## config.mk

```make
export PLATFORM = sky130hd
export DESIGN_NAME = axis_demux_route_ctrl
export DESIGN_NICKNAME = d
export VERILOG_FILES = /design/src/rtl/axis_route_pkg.sv /design/src/rtl/axis_route_pmu.sv /design/src/rtl/axis_demux_route_ctrl.sv
export SDC_FILE = /design/constraint.sdc
export NUM_CORES = 1
export LEC_CHECK = 0
export CORE_AREA = 2 2 39 41
export CTS_CLUSTER_SIZE = 16
export DETAILED_ROUTE_END_ITERATION = 10
export DIE_AREA = 0 0 41 43
export GPL_ROUTABILITY_DRIVEN = 1
export HOLD_SLACK_MARGIN = 0.05
export PLACE_DENSITY = 0.56
export SLEW_MARGIN = 5
export SYNTH_ARGS = -nofsm -noshare
export SYNTH_HDL_FRONTEND = slang
export SYNTH_HIERARCHICAL = 1
export SYNTH_SLANG_ARGS = --single-unit
```

## constraint.sdc

```tcl
create_clock -name ACLK -period 1.15 [get_ports ACLK]
set_input_delay 0.23 -clock ACLK [delete_from_list [all_inputs] [get_ports ACLK]]
set_output_delay 0.23 -clock ACLK [all_outputs]
set_load 0.03 [all_outputs]
```

## src/rtl/axis_route_pkg.sv

```systemverilog
// axis_route_pkg: shared types, default widths and helpers for the
// AXI-Stream demux routing controller.
//
// This package is used in every build. The per-channel PMU counters that use
// sat_inc() exist only when ROUTE_PMU_EN is defined.

package axis_route_pkg;

  // Defaults applied when the NoC port does not override the parameters.
  localparam int ROUTE_CHANNELS_DEF = 5;
  localparam int ROUTE_DEST_W_DEF   = 4;
  localparam int ROUTE_DEFAULT_CH   = 0;
  localparam int ROUTE_CNT_W_DEF    = 32;

  // Widest counter that sat_inc() handles.
  localparam int ROUTE_SAT_W_MAX    = 64;

  // Two-state routing FSM. ROUTE_ACTIVE means the demux is held on a channel.
  typedef enum logic [0:0] {
    ROUTE_IDLE   = 1'b0,
    ROUTE_ACTIVE = 1'b1
  } route_state_e;

  // Increment that sticks at the all-ones value of a 'width'-bit counter.
  // The counter value is passed in zero-extended to 64 bits.
  function automatic logic [63:0] sat_inc(input logic [63:0] val,
                                          input int unsigned width);
    logic [63:0] lim;
    lim = (width >= 64) ? '1 : ((64'd1 << width) - 64'd1);
    return (val >= lim) ? lim : (val + 64'd1);
  endfunction

endpackage

```

## src/rtl/axis_route_pmu.sv

```systemverilog
// axis_route_pmu: per-channel saturating packet and beat counters for the
// routing controller's performance-monitor view.
//
// The top level instantiates this module only when ROUTE_PMU_EN is defined.
// A synchronous clear takes priority over an increment in the same cycle.
// Both counter banks leave the module as flat vectors. Channel c occupies
// bits [c*CNT_WIDTH +: CNT_WIDTH].

module axis_route_pmu
  import axis_route_pkg::*;
#(
  parameter int CHANNEL_NUMBER       = ROUTE_CHANNELS_DEF,
  parameter int CHANNEL_NUMBER_WIDTH = $clog2(CHANNEL_NUMBER),
  parameter int CNT_WIDTH            = ROUTE_CNT_W_DEF
) (
  input  logic                                clk,
  input  logic                                rst_n,
  input  logic                                beat,
  input  logic                                last,
  input  logic [CHANNEL_NUMBER_WIDTH-1:0]     ch,
  input  logic                                clear,
  output logic [CNT_WIDTH*CHANNEL_NUMBER-1:0] pkt_cnt,
  output logic [CNT_WIDTH*CHANNEL_NUMBER-1:0] beat_cnt
);

  if (CNT_WIDTH > ROUTE_SAT_W_MAX) begin : g_bad_width
    $error("axis_route_pmu: CNT_WIDTH wider than sat_inc supports");
  end

  for (genvar g = 0; g < CHANNEL_NUMBER; g++) begin : g_ch
    logic                 w_hit;
    logic [CNT_WIDTH-1:0] r_beat;
    logic [CNT_WIDTH-1:0] r_pkt;

    assign w_hit = beat && (ch == CHANNEL_NUMBER_WIDTH'(g));

    // Count beats on this channel, plus packets when the beat carries TLAST.
    // A clear overrides both counts.
    always_ff @(posedge clk or negedge rst_n) begin
      if (!rst_n) begin
        r_beat <= '0;
        r_pkt  <= '0;
      end else if (clear) begin
        r_beat <= '0;
        r_pkt  <= '0;
      end else if (w_hit) begin
        r_beat <= CNT_WIDTH'(sat_inc(64'(r_beat), CNT_WIDTH));
        if (last) begin
          r_pkt <= CNT_WIDTH'(sat_inc(64'(r_pkt), CNT_WIDTH));
        end
      end
    end

    assign beat_cnt[g*CNT_WIDTH +: CNT_WIDTH] = r_beat;
    assign pkt_cnt[g*CNT_WIDTH +: CNT_WIDTH]  = r_pkt;
  end

endmodule

```

## src/rtl/axis_demux_route_ctrl.sv

```systemverilog
// axis_demux_route_ctrl: packet-level routing controller for the AXI-Stream
// channel demultiplexer in a NoC router port.
//
// The first TDEST of a packet selects a demux channel. The controller holds
// that channel until the TLAST handshake. en, ctrl, route_err and busy are all
// registered outputs.
//
// Optional feature: define ROUTE_PMU_EN to add per-channel packet and beat
// counters (pmu_pkt_cnt, pmu_beat_cnt, pmu_clear). With the macro undefined,
// those ports and counters are absent and routing behaves the same.
//
// state         | meaning
// --------------+-----------------------------------------------------------
// ROUTE_IDLE    | no packet in flight; en=0; ctrl keeps the last channel
// ROUTE_ACTIVE  | demux held on the latched channel until the TLAST beat

module axis_demux_route_ctrl
  import axis_route_pkg::*;
#(
  parameter int CHANNEL_NUMBER       = ROUTE_CHANNELS_DEF,
  parameter int CHANNEL_NUMBER_WIDTH = $clog2(CHANNEL_NUMBER),
  parameter int DEST_WIDTH           = ROUTE_DEST_W_DEF,
  parameter int DEFAULT_CHANNEL      = ROUTE_DEFAULT_CH,
  parameter int CNT_WIDTH            = ROUTE_CNT_W_DEF
) (
  input  logic                                ACLK,
  input  logic                                ARESETn,
  input  logic                                in_tvalid,
  input  logic                                in_tready,
  input  logic                                in_tlast,
  input  logic [DEST_WIDTH-1:0]               in_tdest,
  output logic                                en,
  output logic [CHANNEL_NUMBER_WIDTH-1:0]     ctrl,
  output logic                                route_err,
  output logic                                busy
`ifdef ROUTE_PMU_EN
  ,
  output logic [CNT_WIDTH*CHANNEL_NUMBER-1:0] pmu_pkt_cnt,
  output logic [CNT_WIDTH*CHANNEL_NUMBER-1:0] pmu_beat_cnt,
  input  logic                                pmu_clear
`endif
);

  // The range check runs at a width that holds both TDEST and the channel
  // count. An over-range TDEST therefore cannot alias into a valid channel.
  localparam int CMP_W = (DEST_WIDTH > 31) ? (DEST_WIDTH + 1) : 32;

  if (CHANNEL_NUMBER < 2) begin : g_bad_channels
    $error("axis_demux_route_ctrl: CHANNEL_NUMBER must be at least 2");
  end
  if ((DEFAULT_CHANNEL < 0) || (DEFAULT_CHANNEL >= CHANNEL_NUMBER)) begin : g_bad_default
    $error("axis_demux_route_ctrl: DEFAULT_CHANNEL out of range");
  end

  route_state_e                    r_state;
  logic                            r_en;
  logic                            r_busy;
  logic                            r_err;
  logic [CHANNEL_NUMBER_WIDTH-1:0] r_ch;

  logic                            w_beat;
  logic                            w_in_range;
  logic [CHANNEL_NUMBER_WIDTH-1:0] w_dest_ch;

  // Only a beat accepted through the enabled demux counts as a handshake.
  assign w_beat     = in_tvalid & in_tready & r_en;
  assign w_in_range = (CMP_W'(in_tdest) < CMP_W'(CHANNEL_NUMBER));
  assign w_dest_ch  = w_in_range ? CHANNEL_NUMBER_WIDTH'(in_tdest)
                                 : CHANNEL_NUMBER_WIDTH'(DEFAULT_CHANNEL);

  // Routing FSM. Latch the channel from the first TVALID, then hold it until
  // the TLAST handshake. All outputs are updated here.
  always_ff @(posedge ACLK or negedge ARESETn) begin
    if (!ARESETn) begin
      r_state <= ROUTE_IDLE;
      r_en    <= 1'b0;
      r_busy  <= 1'b0;
      r_err   <= 1'b0;
      r_ch    <= '0;
    end else begin
      r_err <= 1'b0;
      case (r_state)
        ROUTE_IDLE: begin
          if (in_tvalid) begin
            r_ch    <= w_dest_ch;
            r_err   <= ~w_in_range;
            r_en    <= 1'b1;
            r_busy  <= 1'b1;
            r_state <= ROUTE_ACTIVE;
          end
        end
        ROUTE_ACTIVE: begin
          // TDEST is ignored here. Bubbles (TVALID low) keep the route.
          if (w_beat && in_tlast) begin
            r_en    <= 1'b0;
            r_busy  <= 1'b0;
            r_state <= ROUTE_IDLE;
          end
        end
        default: begin
          r_en    <= 1'b0;
          r_busy  <= 1'b0;
          r_state <= ROUTE_IDLE;
        end
      endcase
    end
  end

  assign en        = r_en;
  assign ctrl      = r_ch;
  assign route_err = r_err;
  assign busy      = r_busy;

`ifdef ROUTE_PMU_EN
  axis_route_pmu #(
    .CHANNEL_NUMBER       (CHANNEL_NUMBER),
    .CHANNEL_NUMBER_WIDTH (CHANNEL_NUMBER_WIDTH),
    .CNT_WIDTH            (CNT_WIDTH)
  ) u_pmu (
    .clk      (ACLK),
    .rst_n    (ARESETn),
    .beat     (w_beat),
    .last     (in_tlast),
    .ch       (r_ch),
    .clear    (pmu_clear),
    .pkt_cnt  (pmu_pkt_cnt),
    .beat_cnt (pmu_beat_cnt)
  );
`endif

endmodule

```

Yosys cells after proc, flatten, opt, wreduce, memory -nomap -nowiden. Cells that the tools add are included.

$add $sub $neg: 0. Multipliers: 0. Div/mod/pow operators: 0. Order comparisons: 1. Equality and inequality tests: 2. Shift operators: 0. Muxes and demuxes: 9. Bitwise gates (word level): 4. Reductions and logical operators: 3.

Operators with widths (number): $mux 1 (6); $lt 4x3->1 const B (1); $pmux 1 s2 (2); $reduce_and 2->1 (2); $mux 3 (1); $and 1x1->1 (2); $ne 2x1->1 const B (1); $ne 2x2->1 const B (1); $not 1->1 (2); $logic_and 1x1->1 (1).

Flip-flop bits (word level): 6. Bits in latches: 0. Memory bits (writable): 0. ROM bits: 0. Bits of input ports: 9. Output and inout bits: 6. Word-level logic and storage cells: 23. Memories kept: 0.

Logic depth before layout (Yosys ltp). Gate-level depths: netlist of the first run.

Word-level depth: 5. Depth in mapped cells: 2. Gate-level depth less buffers: 2.

Worst setup path before layout of the first run. Ideal clock, no wire load.

Path kind: flip-flop to flip-flop. Start: reg r_state. End: reg r_ch[2], in the netlist ctrl[2]. Library setup time: 125 ps. Arrival time: 855 ps. Required time: 1025 ps. Slack: 170 ps. Stages on the path, launching flop included: 3. Path buffers: 0. Clock period less this slack: 980 ps. Path through: dfrtp_1 nand2b_4 mux2_4.

Word-level cells in the longest chain between the ends: 2.

Ends and longest elaborated chain: start, declared (line axis_demux_route_ctrl.sv:55) `route_state_e r_state;`; start signal, assigned (line axis_demux_route_ctrl.sv:75) `r_state <= ROUTE_IDLE;`; start signal, assigned (line axis_demux_route_ctrl.sv:89) `r_state <= ROUTE_ACTIVE;`; start signal, assigned (line axis_demux_route_ctrl.sv:97) `r_state <= ROUTE_IDLE;`; $not 1->1 (no source line); $reduce_and 2->1 (no source line); end signal, assigned (line axis_demux_route_ctrl.sv:85) `r_ch <= w_dest_ch;`; end, declared (line axis_demux_route_ctrl.sv:59) `logic [CHANNEL_NUMBER_WIDTH-1:0] r_ch;`.

Every way passes these cells. A chain may end at the register's enable or synchronous reset.

Worst setup path in the final report of the first run.
Start: reg r_busy, in the netlist busy. End: out busy.

RTL lines: start, declared (line axis_demux_route_ctrl.sv:57) `logic r_busy;`; start signal, assigned (line axis_demux_route_ctrl.sv:77) `r_busy <= 1'b0;`; start signal, assigned (line axis_demux_route_ctrl.sv:88) `r_busy <= 1'b1;`; start signal, assigned (line axis_demux_route_ctrl.sv:96) `r_busy <= 1'b0;`; end, declared (line axis_demux_route_ctrl.sv:35) `output logic busy`.

No word-level cell between the ends.

==> results of run 1 <==
-- per-layer routing --
metal,track usage (%),up-vias,wire (microns)
li1,-,114,-
met1,12.8,106,288
met2,11.9,17,202
met4,8.00,0,19
met3,7.85,2,91
met5,0,-,0
-- cell usage after synthesis --
cell type  number
a21oi_1         1
a31oi_1         1
inv_1           2
nor4b_4         1
nor2_1          1
buf_4           1
and3_1          1
o21ai_0         2
a22o_2          2
nor4b_1         1
dfrtp_1         6
mux2_4          1
nand2b_4        1
-- registers in the layout, indices dropped and copies added, names as in the netlist --
name       count
ctrl           3
busy           1
r_state        1
route_err      1
-- cell families (layout without fill, tap and decap cells) --
| group | after synthesis | count (layout) |
|---|---|---|
| AO/OA/AOI/OAI | 6 | 6 |
| buffers and inverters | 3 | 22 |
| flip-flops | 6 | 6 |
| multiplexers | 1 | 1 |
| AND/OR/NAND/NOR | 5 | 5 |
-- power by group through the flow --
| stage | clock network [uW] | registers (uW) | logic [uW] |
|---|---|---|---|
| floorplan | 0 | 301 | 64.0 |
| global placement | 0 | 260 | 195 |
| detailed placement | 0 | 261 | 195 |
| CTS | 206 | 258 | 196 |
| global route | 220 | 261 | 210 |
| finish | 197 | 258 | 193 |
-- path summary, 6_finish.rpt --
check / slack (ns) / to / startpoint / cells past startpoint
worst max register to register: 0.13 / ctrl[2] / r_state / 2
worst min-delay path: 0.22 / route_err / ARESETn / 1
worst max-delay path: 0.09 / busy / busy / 1
max in group asynchronous: 0.71 / ctrl[0] / ARESETn / 1
worst min register to register: 0.51 / r_state / busy / 1
min in group ACLK: 0.51 / r_state / busy / 1
-- area by class of cell --
| class | instances | area (sq um) |
|---|---|---|
| Fill cell | 140 | 923 |
| Sequential cell | 6 | 150 |
| Timing Repair Buffer | 17 | 148 |
| Multi-Input combinational cell | 12 | 113 |
| Clock buffer | 3 | 22.5 |
| Tap cell | 16 | 20.0 |
| Inverter | 2 | 7.51 |
-- metrics by stage --
step | std cells | utilization [%] | setup WS (ns) | instance area, sq um | total power (uW)
floorplan | 21 | - | 0.170 | 278 | 365
global placement | 53 | 31.6 | -0.144 | 438 | 455
detailed placement | 53 | 31.6 | -0.153 | 438 | 455
CTS | 56 | 33.3 | 0.0848 | 460 | 660
global route | 56 | 33.3 | 0.0171 | 460 | 690
finish | 56 | 33.3 | 0.0949 | 460 | 649
==> summary.md, run 1 <==
| Metric | Value |
|---|---|
| Setup bufs post-CTS | 0 |
| Nets | 51 |
| ANT cells | 0 |
| Final worst path period need | 1.06 ns |
| Synth Cell Area | 278 sq um |
| Compound-Gate Fraction of Synth Area | 14.9% |
| Antenna Nets Post-Route | 0 |
| CP arrival | 0.83 ns |
| Crit end category | output port |
| Final max-slew violation count | 0 |
| Fraction of synthesized area in multiplexers | 5.41% |
| First drt pass iteration count | 2 |
| Initial DRC Count | 1 |
| Synthesized flop and latch total | 6 |
| Simple-Gate Fraction of Synth Area | 20.3% |
| Row count | 14 |
| Crit-path slowest cell | dfrtp_1 |
| Synth cell types | 13 |
| Final WL | 602 microns |
| Syn nets | 30 |
| Pwr/cell area | 1410 nW/um^2 |
| Starting Density | 20.1% |
| Clock root cell | clkbuf_4 |
| Net Switching | 201 uW |
| Routability congestion estimate | 0.773 |
| Total die area | 1760 sq um |
| Seq pwr share | 39.8% |
| GRT Total Usage | 10.5% |
| First-pass GRT wire length | 1130 microns |
| Max stage delay on crit path | 0.40 ns |
| DRC Markers | 0 |
| Cells after Synth | 21 |
| Core box area | 1380 sq um |
| Top-Level Pins | 15 |
| CTS Hold Bufs | 0 |
| Largest net degree at the start of global routing | 7 |
| Worst IR drop on VDD | 0.573 mV |
| Area contributors post-synth | dfrtp_1 (54%), nor4b_4 (8.6%), a22o_2 (7.2%) |
| H-tree depth | 1 |
| Area Growth Syn to Fin | 65.8% |
| Post-CTS sizing | 0 |
| Final Hold Violating Endpoints | 0 |
| Hold Path Class | in2async |
| Largest family of logic cells by synthesized area | simple AND/OR/NAND/NOR gates |
| Commonest non-fill, non-tap cells in the layout | buf_4 (9), clkdlybuf4s50_1 (8), dfrtp_1 (6), clkbuf_4 (3) |
| Critical-path cell list | buf_4 |
| WP buf/inv | 1 |
| Layout cell share with drive strength beyond 1 | 42.5% |
| Vias in the first global route | 258 |
| Internal power | 448 uW |
| PortBufs | 14 |
| Clock Power Share | 30.4% |
| Crit start category | register |
| Period Utilization, post-route | 91.7% |
| Max-cap check violation count | 0 |
| Syn Area/Cell | 13.2 sq um |
| Die W | 41 microns |
| Via count | 239 |
| Clk buf depth | 2 |
| Finish-stage setup viols | 0 |
| Most common cell after layout, fill and taps aside | buf_4 |
| Post-synth top area share | 54.1% |
| Num CTS Buffers | 3 |
| CTS tree | yes |
| Max Clock Skew | 0.00508 ns |
| Crit Path Category | reg2out |
| Gr ovfl total | 0 |
| Leak pwr | 0.000225 uW |
| Synth Warn # | 6 |
| Post-Synth XOR/XNOR Area | 0% |
| Die height | 43 microns |
| Worst endpoint required time | 0.92 ns |
| Worst-Skew Late Latency | 0.25 ns |
| RSZ-0062 raised after global routing | false |
| WL/cell | 10.8 microns |
| CP top delay family | flip-flops |
| Net Sw Frac | 31.0% |
| Worst-Margin Slew | 0.263 ns |
| Largest area contributor in the synthesized netlist | dfrtp_1 |
| Post-Synth Adder-Cell Area | 0% |
| Hold_ws | 0.222 ns |
| Status | completed |
| Sequential share of the synthesized area | 54.1% |
| Relative slew margins | 82.2% |
| Combinational share of power | 29.8% |
| Max Fclk | 948 MHz |
| Initial antenna violation count | 0 |
| Crit-path max FO | 4 |
| Vias per Instance | 4.27 |
| CTS clk-pin slew, worst paths | 0.05 ns |
| Sink Count | 6 |
| Setup TNS | 0 ns |
Note: power is estimated with default switching activity, not from simulation.
==> run 2: changes to the inputs <==
Settings changed: ABC_AREA from default to 1, CAP_MARGIN from default to 5.
Clock period 1.15 ns to 1 ns, I/O delays scaled along.
==> summary.md, run 2 <==
| Metric | Value |
|---|---|
| Area Growth Syn to Fin | 67.4% |
| Clk buf depth | 2 (unchanged) |
| Final WL | 524 microns (-13%) |
| Crit start category | register |
| Highest routed layer | met3 |
| Async SR Flop Fraction | 100% (unchanged) |
| CTS Hold Bufs | 0 (unchanged) |
| Syn nets | 42 (+40%) |
| WP buf/inv | 1 (unchanged) |
| Worst IR drop on VDD | 0.540 mV (-5.6%) |
| Row count | 14 (unchanged) |
| Layout cell share with drive strength beyond 1 | 28.0% (-14 points) |
| CTS clk-pin slew, worst paths | 0.05 ns (about the same) |
| H-tree depth | 1 (unchanged) |
| Crit-path slowest cell | dfrtp_1 |
| Finish-stage setup viols | 2 (+2) |
| Met2 routed WL | 223 microns (+10%) |
| Max Clock Skew | 0.00600 ns (+0.000920 ns) |
| Area contributors post-synth | dfrtp_1 (54%), nand2_1 (8.1%), nand3_1 (7.2%) |
| Hold_ws | 0.200 ns (-0.0217 ns) |
| Failing checks | negative setup slack |
| Initial DRC Count | 6 (+5) |
| CTS tree | yes |
| Die W | 41 microns (unchanged) |
| Sequential share of the synthesized area | 54.3% (+0.24 points) |
| Period Utilization, post-route | 101% |
| Routability congestion estimate | 0.634 (-18%) |
| Worst reg-to-reg path cell count | 5 (+3) |
| Commonest cells in the netlist | dfrtp_1 (6), nand2_1 (6), nor2_1 (5), inv_1 (4), nand3_1 (4) |
| Status | complete, but fails checks |
| Cells after Synth | 33 (+57%) |
| Initial antenna violation count | 0 (unchanged) |
| Antenna Nets Post-Route | 0 (unchanged) |
| Num CTS Buffers | 3 (unchanged) |
| Final Hold Violating Endpoints | 0 (unchanged) |
| Total die area | 1760 sq um (unchanged) |
| Final max-slew violation count | 0 (unchanged) |
| Final core occ | 33.5% (+0.18 points) |
| Worst-Skew Late Latency | 0.24 ns (about the same) |
| Total power | 1070 uW (+65%) |
| Max Fclk | 991 MHz |
| Die height | 43 microns (unchanged) |
| Nets | 61 (+20%) |
| Hold Path Class | in2async |
| RSZ-0062 raised after global routing | true |
| Synth Cell Area | 277 sq um (-0.45%) |
| GRT Total Usage | 7.27% (-3.2 points) |
| Critical-path cell list | buf_6 |
| CP arrival | 0.81 ns (-0.02 ns) |
| Post-synth top area share | 54.3% (+0.24 points) |
| Dpl ws | -0.164 ns (-0.0106 ns) |
| Final worst path period need | 1.01 ns |
| Vias per Instance | 3.92 (-8.1%) |
| Met1 WL | 251 microns (-13%) |
| Synth Warn # | 6 (unchanged) |
| Setup TNS | -0.0176 ns (-0.0176 ns) |
| WL/cell | 7.94 microns (-26%) |
| DRC Markers | 0 (unchanged) |
| Worst endpoint required time | 0.80 ns (-0.12 ns) |
| Final WS setup | -0.00879 ns (-0.104 ns) |
| Crit end category | output port |
| First drt pass iteration count | 2 (unchanged) |
| CP top delay family | flip-flops |
| Dpl hpwl | 430 microns |
| Commonest non-fill, non-tap cells in the layout | clkdlybuf4s50_1 (8), nand2_1 (6), dfrtp_1 (6), nor2_1 (5), buf_6 (5) |
| Leak pwr | 0.000229 uW (+1.6%) |
| Max-cap check violation count | 0 (unchanged) |
| Relative slew margins | 81.7% (-0.57 points) |
| Largest area contributor in the synthesized netlist | dfrtp_1 |
| Sink Count | 6 (unchanged) |
| Crit Path Category | reg2out |
| Worst-Margin Slew | 0.274 ns (+0.0113 ns) |
| Largest net degree at the start of global routing | 8 (+1) |
| Vias in the first global route | 206 (-20%) |
| Synth Flop Type | dfrtp_1 |
| Gr ovfl total | 0 (unchanged) |
| Starting Density | 20.0% (-0.090 points) |
| WL met3 | 48 microns (-47%) |
| Stages on the worst setup path | 1 (unchanged) |
| Clock root cell | clkbuf_4 |
| PortBufs | 14 (unchanged) |
| Synthesized flop and latch total | 6 (unchanged) |
| Largest register FFs | 3 (unchanged) |
| Post-synth EDFFs | 0 (unchanged) |
| Synth cell types | 11 (-2) |
| First-pass GRT wire length | 786 microns (-31%) |
| Crit-path max FO | 4 (unchanged) |
| Most common cell after layout, fill and taps aside | clkdlybuf4s50_1 |
| Top-Level Pins | 15 (unchanged) |
| Via count | 259 (+8.4%) |
| Pwr/cell area | 2310 nW/um^2 (+64%) |
| FF-to-FF setup slack | 0.13 ns (about the same) |
| ANT cells | 0 (unchanged) |
| Core box area | 1380 sq um (unchanged) |
| Max stage delay on crit path | 0.41 ns (about the same) |
| Syn Area/Cell | 8.38 sq um (-37%) |
-- run 2: repair_timing --
action / in CTS / in global routing
buffers inserted: 0 / 1
pin swaps: 0 / 0
endpoints found under the setup margin: 3 / 5
endpoints found under the hold margin: 0 / 0
resized for setup: 3 / 2
-- run 2: kinds of logic after synthesis --
| family | after synthesis | synth area share [%] |
|---|---|---|
| and+or+nand+nor | 18 | 29.0 |
| AOI/OAI and AO/OA | 4 | 8.60 |
| buffers and inverters | 5 | 8.14 |
| DFF | 6 | 54.3 |
-- run 2: final timing paths --
check                             start  endpoint
worst max register to register  r_state   ctrl[1]
worst min register to register  ctrl[2]   ctrl[2]
worst min-delay path            ARESETn      busy
max in group asynchronous       ARESETn   ctrl[0]
min in group ACLK               ctrl[2]   ctrl[2]
worst max-delay path               busy      busy
-- run 2: power by group --
part | internal [uW] | switching [uW]
Combinational | 229 | 259
Clock | 135 | 80.4
Sequential | 310 | 57.5
Total | 674 | 397
-- run 2: cell type report --
type                       instances  area [sq um]
fill                             162           921
clock buffer                       3          22.5
multi-input combinational         22           104
timing repair buffer              15           151
sequential                         6           150
inverter                           4          15.0
tap                               16          20.0
-- run 2: per-stage QoR --
step                      area [sq um]  std cells
after floorplan                    277         33
after global placement             414         62
after detailed placement           414         62
after CTS                          448         65
after global routing               463         66
final                              463         66
-- run 2: metal layers --
layer,vias to the layer above,track usage [%]
met1,108,8.82
met2,14,8.44
met5,-,0
met4,0,8.00
met3,0,3.14
li1,137,-
